**src/rtl/pong_speed_controller_pkg.sv**
```systemverilog
// rtl/pong_speed_controller_pkg.sv - shared state encodings and level defaults for the PONG speed path
package pong_speed_controller_pkg;

   localparam int LEVEL_W         = 4;
   localparam int DEF_START_LEVEL = 1;
   localparam int DEF_MAX_LEVEL   = 15;

   typedef enum logic [2:0] {
      ST_IDLE  = 3'd0,
      ST_SERVE = 3'd1,
      ST_PLAY  = 3'd2,
      ST_PAUSE = 3'd3,
      ST_OVER  = 3'd4
   } state_t;

endpackage

```
**src/rtl/pong_pause_timer.sv**
```systemverilog
// rtl/pong_pause_timer.sv - loadable down-counter, done pulses on the tick that empties it
module pong_pause_timer #(
   parameter int W = 8
) (
   input  logic         i_clk,
   input  logic         i_reset,
   input  logic         i_load,
   input  logic [W-1:0] i_load_val,
   input  logic         i_tick,
   output logic         o_done
);

   localparam logic [W-1:0] C_ONE = {{(W-1){1'b0}}, 1'b1};

   logic [W-1:0] r_count;

   always_ff @(posedge i_clk) begin
      if (i_reset) begin
         r_count <= '0;
      end else if (i_load) begin
         r_count <= i_load_val;
      end else if (i_tick && (r_count != '0)) begin
         r_count <= r_count - C_ONE;
      end
   end

   // Combinational so the owner can act on the same edge as the final tick.
   assign o_done = i_tick && !i_load && (r_count == C_ONE);

endmodule

```
**src/rtl/pong_speed_controller.sv**
```systemverilog
// rtl/pong_speed_controller.sv - serve/play/pause/over sequencing and ball speed level for PONG
module pong_speed_controller
   import pong_speed_controller_pkg::*;
#(
   parameter int HITS_PER_LEVEL = 4,
   parameter int START_LEVEL    = DEF_START_LEVEL,
   parameter int MAX_LEVEL      = DEF_MAX_LEVEL,
   parameter int PAUSE_TICKS    = 60,
   parameter int LIVES          = 3
) (
   input  logic               i_clk,
   input  logic               i_reset,
   input  logic               i_start,
   input  logic               i_frame_tick,
   input  logic               i_paddle_hit,
   input  logic               i_ball_miss,
   output logic [LEVEL_W-1:0] o_level,
   output logic               o_run,
   output logic               o_serve,
   output logic [3:0]         o_lives_left,
   output logic               o_game_over,
   output logic [2:0]         o_state
);

   localparam logic [LEVEL_W-1:0] C_START    = LEVEL_W'(START_LEVEL);
   localparam logic [LEVEL_W-1:0] C_MAX      = LEVEL_W'(MAX_LEVEL);
   localparam logic [3:0]         C_HIT_LAST = 4'(HITS_PER_LEVEL - 1);
   localparam logic [3:0]         C_LIVES    = 4'(LIVES);
   localparam logic [7:0]         C_PAUSE    = 8'(PAUSE_TICKS);

   logic [2:0]         r_state;
   logic [LEVEL_W-1:0] r_level;
   logic [3:0]         r_lives;
   logic [3:0]         r_hit_cnt;
   logic               r_run;
   logic               r_serve;
   logic               r_game_over;

   logic [2:0] w_next;
   logic       w_load;
   logic       w_hit;
   logic       w_miss;
   logic       w_restart;
   logic       w_tick;
   logic       w_done;

   assign w_tick = i_frame_tick && (r_state == ST_PAUSE);

   pong_pause_timer #(
      .W(8)
   ) u_pause_timer (
      .i_clk      (i_clk),
      .i_reset    (i_reset),
      .i_load     (w_load),
      .i_load_val (C_PAUSE),
      .i_tick     (w_tick),
      .o_done     (w_done)
   );

   always_comb begin
      w_next    = ST_IDLE;
      w_load    = 1'b0;
      w_hit     = 1'b0;
      w_miss    = 1'b0;
      w_restart = 1'b0;
      case (r_state)
         ST_IDLE:  w_next = i_start ? ST_SERVE : ST_IDLE;
         ST_SERVE: w_next = ST_PLAY;
         ST_PLAY: begin
            w_next = ST_PLAY;
            // A miss in the same cycle as a hit swallows the hit.
            if (i_ball_miss) begin
               w_miss = 1'b1;
               if (r_lives == 4'd1) begin
                  w_next = ST_OVER;
               end else begin
                  w_next = ST_PAUSE;
                  w_load = 1'b1;
               end
            end else if (i_paddle_hit) begin
               w_hit = 1'b1;
            end
         end
         ST_PAUSE: w_next = w_done ? ST_SERVE : ST_PAUSE;
         ST_OVER: begin
            w_next = ST_OVER;
            if (i_start) begin
               w_next    = ST_SERVE;
               w_restart = 1'b1;
            end
         end
         default: w_next = ST_IDLE;
      endcase
   end

   always_ff @(posedge i_clk) begin
      if (i_reset) begin
         r_state <= ST_IDLE;
      end else begin
         r_state <= w_next;
      end
   end

   // Status flags decode the next state so they line up with o_state.
   always_ff @(posedge i_clk) begin
      if (i_reset) begin
         r_run       <= 1'b0;
         r_serve     <= 1'b0;
         r_game_over <= 1'b0;
      end else begin
         r_run       <= (w_next == ST_PLAY);
         r_serve     <= (w_next == ST_SERVE);
         r_game_over <= (w_next == ST_OVER);
      end
   end

   always_ff @(posedge i_clk) begin
      if (i_reset) begin
         r_level   <= C_START;
         r_lives   <= C_LIVES;
         r_hit_cnt <= '0;
      end else if (w_miss) begin
         r_level   <= C_START;
         r_lives   <= r_lives - 4'd1;
         r_hit_cnt <= '0;
      end else if (w_restart) begin
         r_level   <= C_START;
         r_lives   <= C_LIVES;
         r_hit_cnt <= '0;
      end else if (w_hit) begin
         if (r_hit_cnt == C_HIT_LAST) begin
            r_hit_cnt <= '0;
            if (r_level < C_MAX) begin
               r_level <= r_level + 1'b1;
            end
         end else begin
            r_hit_cnt <= r_hit_cnt + 4'd1;
         end
      end
   end

   assign o_state      = r_state;
   assign o_level      = r_level;
   assign o_lives_left = r_lives;
   assign o_run        = r_run;
   assign o_serve      = r_serve;
   assign o_game_over  = r_game_over;

endmodule

```
**config.mk**
```make
export PLATFORM = sky130hd
export DESIGN_NAME = pong_speed_controller
export DESIGN_NICKNAME = d
export VERILOG_FILES = /design/src/rtl/pong_speed_controller_pkg.sv /design/src/rtl/pong_pause_timer.sv /design/src/rtl/pong_speed_controller.sv
export SDC_FILE = /design/constraint.sdc
export NUM_CORES = 1
export LEC_CHECK = 0
export ABC_AREA = 1
export ABC_CLOCK_PERIOD_IN_PS = 2100
export CAP_MARGIN = 10
export CORE_ASPECT_RATIO = 0.75
export CORE_MARGIN = 2
export CORE_UTILIZATION = 25
export DETAILED_ROUTE_END_ITERATION = 8
export PLACE_DENSITY_LB_ADDON = 0.2
export SLEW_MARGIN = 10
export SYNTH_ARGS = -nofsm -noshare
export SYNTH_HDL_FRONTEND = slang
export SYNTH_SLANG_ARGS = --single-unit
```
**constraint.sdc**
```tcl
create_clock -name i_clk -period 2.1 [get_ports i_clk]
set_input_delay 0.63 -clock i_clk [delete_from_list [all_inputs] [get_ports i_clk]]
set_output_delay 0.63 -clock i_clk [all_outputs]
set_load 0.01 [all_outputs]
```
==> flow_metrics.env, run 1 <==
export IMPL_rsz0062_at_grt="no"
export IMPL_drtIter0Drc=67
export IMPL_drc=0
export IMPL_fin_hold_ws_ns=0.486
export IMPL_dieArea_um2=6400
export IMPL_power_density_nw_per_um2=607
export IMPL_dp_hpwl_um=2530
export IMPL_antenna_diode_count=0
export IMPL_die_h_um=69.8
export IMPL_async_flop_share=0
export IMPL_hold_buffers=0
export IMPL_ant_nets=0
export IMPL_p_sw_frac=0.292
export IMPL_clockBufferDepth=2
export IMPL_maxCapViolations=0
export IMPL_grt_busiest_layer="met1"
export IMPL_relSlewSlack=0.741
export IMPL_finalCritPeriodShare=0.923
export IMPL_drive_gt1_frac=0.110
export IMPL_synth_edf_count=0
export IMPL_num_rows=23
export IMPL_fin_total_pwr_uw=1090
export IMPL_root_buffer="clkbuf_8"
export IMPL_clkPwrFrac=0.305
export IMPL_antenna_found_initial=0
export IMPL_syn_area_um2=1440
export IMPL_cts_resized=0
export IMPL_core_um2=5440
export IMPL_yosys_cell_types_count=26
export IMPL_clock_latency_ns=0.28
export IMPL_clock_sinks=26
export IMPL_grt_util_met3=0.0272
export IMPL_cts_tree="done"
export IMPL_cp_slowest_cell="clkdlybuf4s50_1"
export IMPL_cts_setup_buffers=0
export IMPL_start_kind="flip-flop"
export IMPL_power_net_switching_uw=318
export IMPL_io_pins=20
export IMPL_yosys_top_cells_area="dfxtp_1 36%, nand2_1 12%, nor2_1 7.3%"
export IMPL_io_buffer_count=19
export IMPL_ys_warn_count=0
export IMPL_yosys_area_top_type="dfxtp_1"
export IMPL_grt_max_degree=15
export IMPL_setup_viol=0
export IMPL_cts_buffers=3
export IMPL_hold_viol_final=0
export IMPL_path_max_fanout=6
export IMPL_synth_top_area_frac=0.361
export IMPL_seqPwrFrac=0.490
export IMPL_cts_max_level=1
export IMPL_slew_violations=0
export IMPL_path_delay_family="buffers and inverters"
export IMPL_worstSetupPathType="reg -> out"
export IMPL_p_comb_frac=0.205
export IMPL_max_stage_delay_ns=0.59
export IMPL_grt_pass1_wl_um=5770
export IMPL_cp_end_kind="primary output"
export IMPL_synthesis_nets=216
export IMPL_path_cells="clkdlybuf4s50_1"
export IMPL_yosysMostFrequentCell="nand2_1"
export IMPL_peakVddDrop_uv=245
export IMPL_grtUsageMet1=0.167
export IMPL_crit_required_ns=1.47
export IMPL_die_w_um=91.7
export IMPL_p_leak_uw=0.000752
export IMPL_synth_area_per_cell_um2=7.07
export IMPL_yosysSeqAreaShare=0.361
export IMPL_crit_buf_inv=1
export IMPL_grt_pass1_vias=1231
export IMPL_worstMarginPinSlew_ns=0.387
export IMPL_gp_congestion=0.753
export IMPL_dp_cells=299
export IMPL_clock_fmax_ghz=0.516
export IMPL_cp_arrival_ns=1.31
export IMPL_track_usage=0.112
export IMPL_grt_overflow=0
export IMPL_initial_core_util=0.265
export IMPL_finalCriticalPeriod_ns=1.94
export IMPL_instances_no_fill=303
export IMPL_finalSetupTns_ns=0
export IMPL_synth_cells=204
export IMPL_min_path_type="reg -> reg"
export IMPL_synth_commonest_cells="46 x nand2_1, 28 x nor2_1, 26 x dfxtp_1, 26 x inv_1"
export IMPL_p_int_uw=769
export IMPL_wl_per_cell_um=10.5
export IMPL_vias_per_cell=4.23
export IMPL_fin_nets=241
export IMPL_ys_ff_latch=26
export IMPL_dr_total_vias=1282
export IMPL_outcome="finished, final reports clean"
export IMPL_ys_flop_type="dfxtp_1"
export IMPL_clkTransAtPathRegs_ns=0.10
export IMPL_routed_wl_um=3170
export IMPL_grtUsageMet2=0.155
export IMPL_area_growth_synth_to_final_pct=24.3
export IMPL_drtPass1Iterations=4
export IMPL_finalClockSkew_ns=0.00870
[per-stage QoR]
step	cell area [um2]	utilization	worst slack, ns
3_3_place_gp	1740	0.319	0.161
3_5_place_dp	1740	0.319	0.154
4_1_cts	1790	0.329	0.143
5_1_grt	1790	0.329	0.0667
2_1_floorplan	1440	-	0.729
6_report	1790	0.329	0.162
[registers in the layout (all words and copies together) (netlist names)]
register / flops
o_run: 1
o_serve: 1
o_level: 4
o_state: 3
o_lives_left: 4
r_hit_cnt: 4
o_game_over: 1
u_pause_timer.r_count: 8
[worst register-to-register path, stage by stage (launching register included)]
cell and delay, ns:
dfxtp_1 0.42, ha_1 0.17, nand2_1 0.05, nor2_1 0.17, nor2_1 0.11, a21oi_1 0.21
nor2_1 0.08, and2b_1 0.16
[power by group through the flow]
stage | sequential, uW | combinational (uW) | clock (uW)
2_1_floorplan | 545 | 150 | 0
3_3_place_gp | 545 | 222 | 0
3_5_place_dp | 544 | 224 | 0
4_1_cts | 533 | 225 | 356
5_1_grt | 536 | 253 | 377
6_report | 533 | 223 | 331
[cell families (layout without fill, tap and decap cells)]
kind of cell	count (synthesis)	in the layout	share of synthesized area
adder cells (fa/ha/maj)	6	6	0.0521
XOR/XNOR	7	7	0.0425
AO/OA/AOI/OAI	23	23	0.0877
buffers and inverters	30	54	0.0799
flip-flops	26	26	0.361
AND/OR/NAND/NOR	112	112	0.377
[cell type report]
class                           instances  area, um2
Inverter                               29        111
Fill cell                             597       3650
Sequential cell                        26        520
Timing Repair Buffer                   21        205
Clock buffer                            4       55.1
Tap cell                               75       93.8
Multi-Input combinational cell        148        806
[placed cells by master (no fill, tap or decap), types with 3 or more instances in the layout]
cell             synthesis  final
nand2_1                 46     46
nor2_1                  28     28
inv_1                   26     26
dfxtp_1                 26     26
clkdlybuf4s50_1          0     19
nand3_1                 15     15
a21oi_1                 15     15
ha_1                     6      6
xor2_1                   5      5
nand2_4                  4      4
nor3_1                   4      4
o21ai_0                  4      4
nand4_1                  4      4
clkbuf_8                 0      4
nor2_4                   3      3
nand2_2                  3      3
[per-layer routing]
layer | vias up | wire [um]
met5 | - | 0
met4 | 0 | 48
met3 | 5 | 108
met2 | 17 | 1250
met1 | 570 | 1770
li1 | 690 | -
[worst paths after layout]
path | start | end | slack, ns | cells past startpoint
worst max-delay path | o_state[1]$_SDFF_PP0_ | o_state[1] | 0.16 | 1
worst min-delay path | o_level[1]$_SDFFE_PP0P_ | o_level[1]$_SDFFE_PP0P_ | 0.49 | 2
worst max register to register | o_lives_left[0]$_SDFFE_PP1P_ | o_serve$_SDFF_PP0_ | 0.64 | 7
worst min register to register | o_level[1]$_SDFFE_PP0P_ | o_level[1]$_SDFFE_PP0P_ | 0.49 | 2
(Power assumes the default switching activity.)
==> run 2: changes to the inputs <==
--- a/config.mk
+++ b/config.mk
@@ -6,13 +6,12 @@
 export NUM_CORES = 1
 export LEC_CHECK = 0
 export ABC_AREA = 1
-export ABC_CLOCK_PERIOD_IN_PS = 2100
 export CAP_MARGIN = 10
 export CORE_ASPECT_RATIO = 0.75
 export CORE_MARGIN = 2
-export CORE_UTILIZATION = 25
+export CORE_UTILIZATION = 45
 export DETAILED_ROUTE_END_ITERATION = 8
-export PLACE_DENSITY_LB_ADDON = 0.2
+export PLACE_DENSITY_LB_ADDON = 0.08
 export SLEW_MARGIN = 10
 export SYNTH_ARGS = -nofsm -noshare
 export SYNTH_HDL_FRONTEND = slang
==> run 2 against run 1 <==
Against the previous run:
- flip-flop and latch count unchanged
- sequential share of layout area increased by 0.50 points
- via count rose by 3.4%
- non-clock buffer count is the same
- count of clock-buffer cells in the layout decreased by 1
- worst hold slack lost 0.0033 ns
- power rose by 6.9%
- largest cell class unchanged
==> flow_metrics.env, run 2 (same netlist as run 1, synthesis figures left out) <==
export IMPL_root_buffer="clkbuf_8"
export IMPL_rsz0062_at_grt="no"
export IMPL_cts_resized=0
export IMPL_p_sw_frac=0.263
export IMPL_cts_tree="done"
export IMPL_num_rows=17
export IMPL_clock_sinks=26
export IMPL_finalCriticalPeriod_ns=1.91
export IMPL_p_comb_frac=0.191
export IMPL_gp_congestion=0.864
export IMPL_path_delay_family="buffers and inverters"
export IMPL_clockBufferDepth=2
export IMPL_dieArea_um2=3680
export IMPL_peakVddDrop_uv=374
export IMPL_setup_viol=0
export IMPL_power_net_switching_uw=305
export IMPL_clock_fmax_ghz=0.523
export IMPL_max_stage_delay_ns=0.57
export IMPL_dp_hpwl_um=2430
export IMPL_clock_latency_ns=0.26
export IMPL_grt_pass1_wl_um=5110
export IMPL_drc=0
export IMPL_vias_per_cell=4.98
export IMPL_cp_arrival_ns=1.28
export IMPL_finalSetupTns_ns=0
export IMPL_core_um2=3000
export IMPL_final_util=0.587
export IMPL_die_h_um=53.0
export IMPL_cts_buffers=3
export IMPL_cp_end_kind="primary output"
export IMPL_hold_buffers=0
export IMPL_p_leak_uw=0.000759
export IMPL_largest_reg_flops=8
export IMPL_area_growth_synth_to_final_pct=22.2
export IMPL_drtIter0Drc=74
export IMPL_path_max_fanout=6
export IMPL_start_kind="flip-flop"
export IMPL_io_pins=20
export IMPL_final_common_cell="nand2_1"
export IMPL_cts_max_level=1
export IMPL_drive_gt1_frac=0.110
export IMPL_hold_viol_final=0
export IMPL_outcome="finished, final reports clean"
export IMPL_initial_core_util=0.481
export IMPL_path_cells="clkdlybuf4s50_1"
export IMPL_final_cell_mix="46 x nand2_1, 28 x nor2_1, 26 x inv_1, 26 x dfxtp_1, 19 x clkdlybuf4s50_1"
export IMPL_antenna_diode_count=0
export IMPL_maxCapViolations=0
export IMPL_crit_buf_inv=1
export IMPL_fin_nets=241
export IMPL_grt_overflow=0
export IMPL_min_path_type="reg -> reg"
export IMPL_ant_nets=0
export IMPL_largest_register="u_pause_timer.r_count"
export IMPL_dr_total_vias=1325
export IMPL_p_int_uw=856
export IMPL_wl_per_cell_um=11.3
export IMPL_clkPwrFrac=0.351
export IMPL_finalCritPeriodShare=0.910
export IMPL_antenna_found_initial=0
export IMPL_relSlewSlack=0.754
export IMPL_drtPass1Iterations=4
export IMPL_slew_violations=0
export IMPL_die_w_um=69.4
export IMPL_seqPwrFrac=0.458
export IMPL_worstSetupPathType="reg -> out"
export IMPL_routed_wl_um=3020
export IMPL_finalClockSkew_ns=0.00222
export IMPL_grt_max_degree=16
export IMPL_io_buffer_count=19
export IMPL_crit_required_ns=1.47
export IMPL_track_usage=0.176
export IMPL_power_density_nw_per_um2=659
export IMPL_grt_pass1_vias=1139
export IMPL_worstMarginPinSlew_ns=0.368
export IMPL_clkTransAtPathRegs_ns=0.09
export IMPL_cp_slowest_cell="clkdlybuf4s50_1"
export IMPL_cts_setup_buffers=0
-- run 2: layout make-up --
type / instances / area, um2
inverter: 29 / 111
sequential: 26 / 520
fill: 261 / 1240
clock inverter: 1 / 30.0
multi-input combinational: 148 / 806
tap: 38 / 47.5
timing repair buffer: 21 / 205
clock buffer: 3 / 41.3
-- run 2: power by group through the flow --
stage / combinational, uW / clock [uW] / sequential [uW]
6_report: 222 / 408 / 532
5_1_grt: 248 / 438 / 535
4_1_cts: 223 / 417 / 531
3_5_place_dp: 220 / 0 / 543
3_3_place_gp: 217 / 0 / 543
2_1_floorplan: 150 / 0 / 545
-- run 2: path summary, 6_finish.rpt --
kind / slack (ns) / startpoint / end / cells after the start
max: 0.19 / o_state[1]$_SDFF_PP0_ / o_state[1] / 1
min: 0.48 / r_hit_cnt[1]$_SDFFE_PP0P_ / r_hit_cnt[1]$_SDFFE_PP0P_ / 2
max reg2reg: 0.65 / o_lives_left[1]$_SDFFE_PP1P_ / u_pause_timer.r_count[4]$_SDFFE_PP0P_ / 10
min reg2reg: 0.48 / r_hit_cnt[1]$_SDFFE_PP0P_ / r_hit_cnt[1]$_SDFFE_PP0P_ / 2
-- run 2: metal layers --
layer  track usage  vias up  wire, um
met1         0.243      605      1510
met2         0.285       25      1350
met3        0.0438        2       141
li1              -      693         -
met5             0        -         0
met4        0.0294        0        14
-- run 2: through the flow --
step,area [um2],std cells,hold WS (ns),worst slack (ns),power (uW)
2_1_floorplan,1440,204,0.453,0.729,695
3_3_place_gp,1690,262,0.467,0.213,759
3_5_place_dp,1690,262,0.472,0.144,763
4_1_cts,1760,266,0.486,0.174,1170
5_1_grt,1760,266,0.525,0.115,1220
6_report,1760,266,0.483,0.188,1160
-- run 2: tightest hold or removal path, stage by stage (launching register included) --
cell and delay (ns):
dfxtp_1 0.33, nand2_1 0.06, a21oi_1 0.05
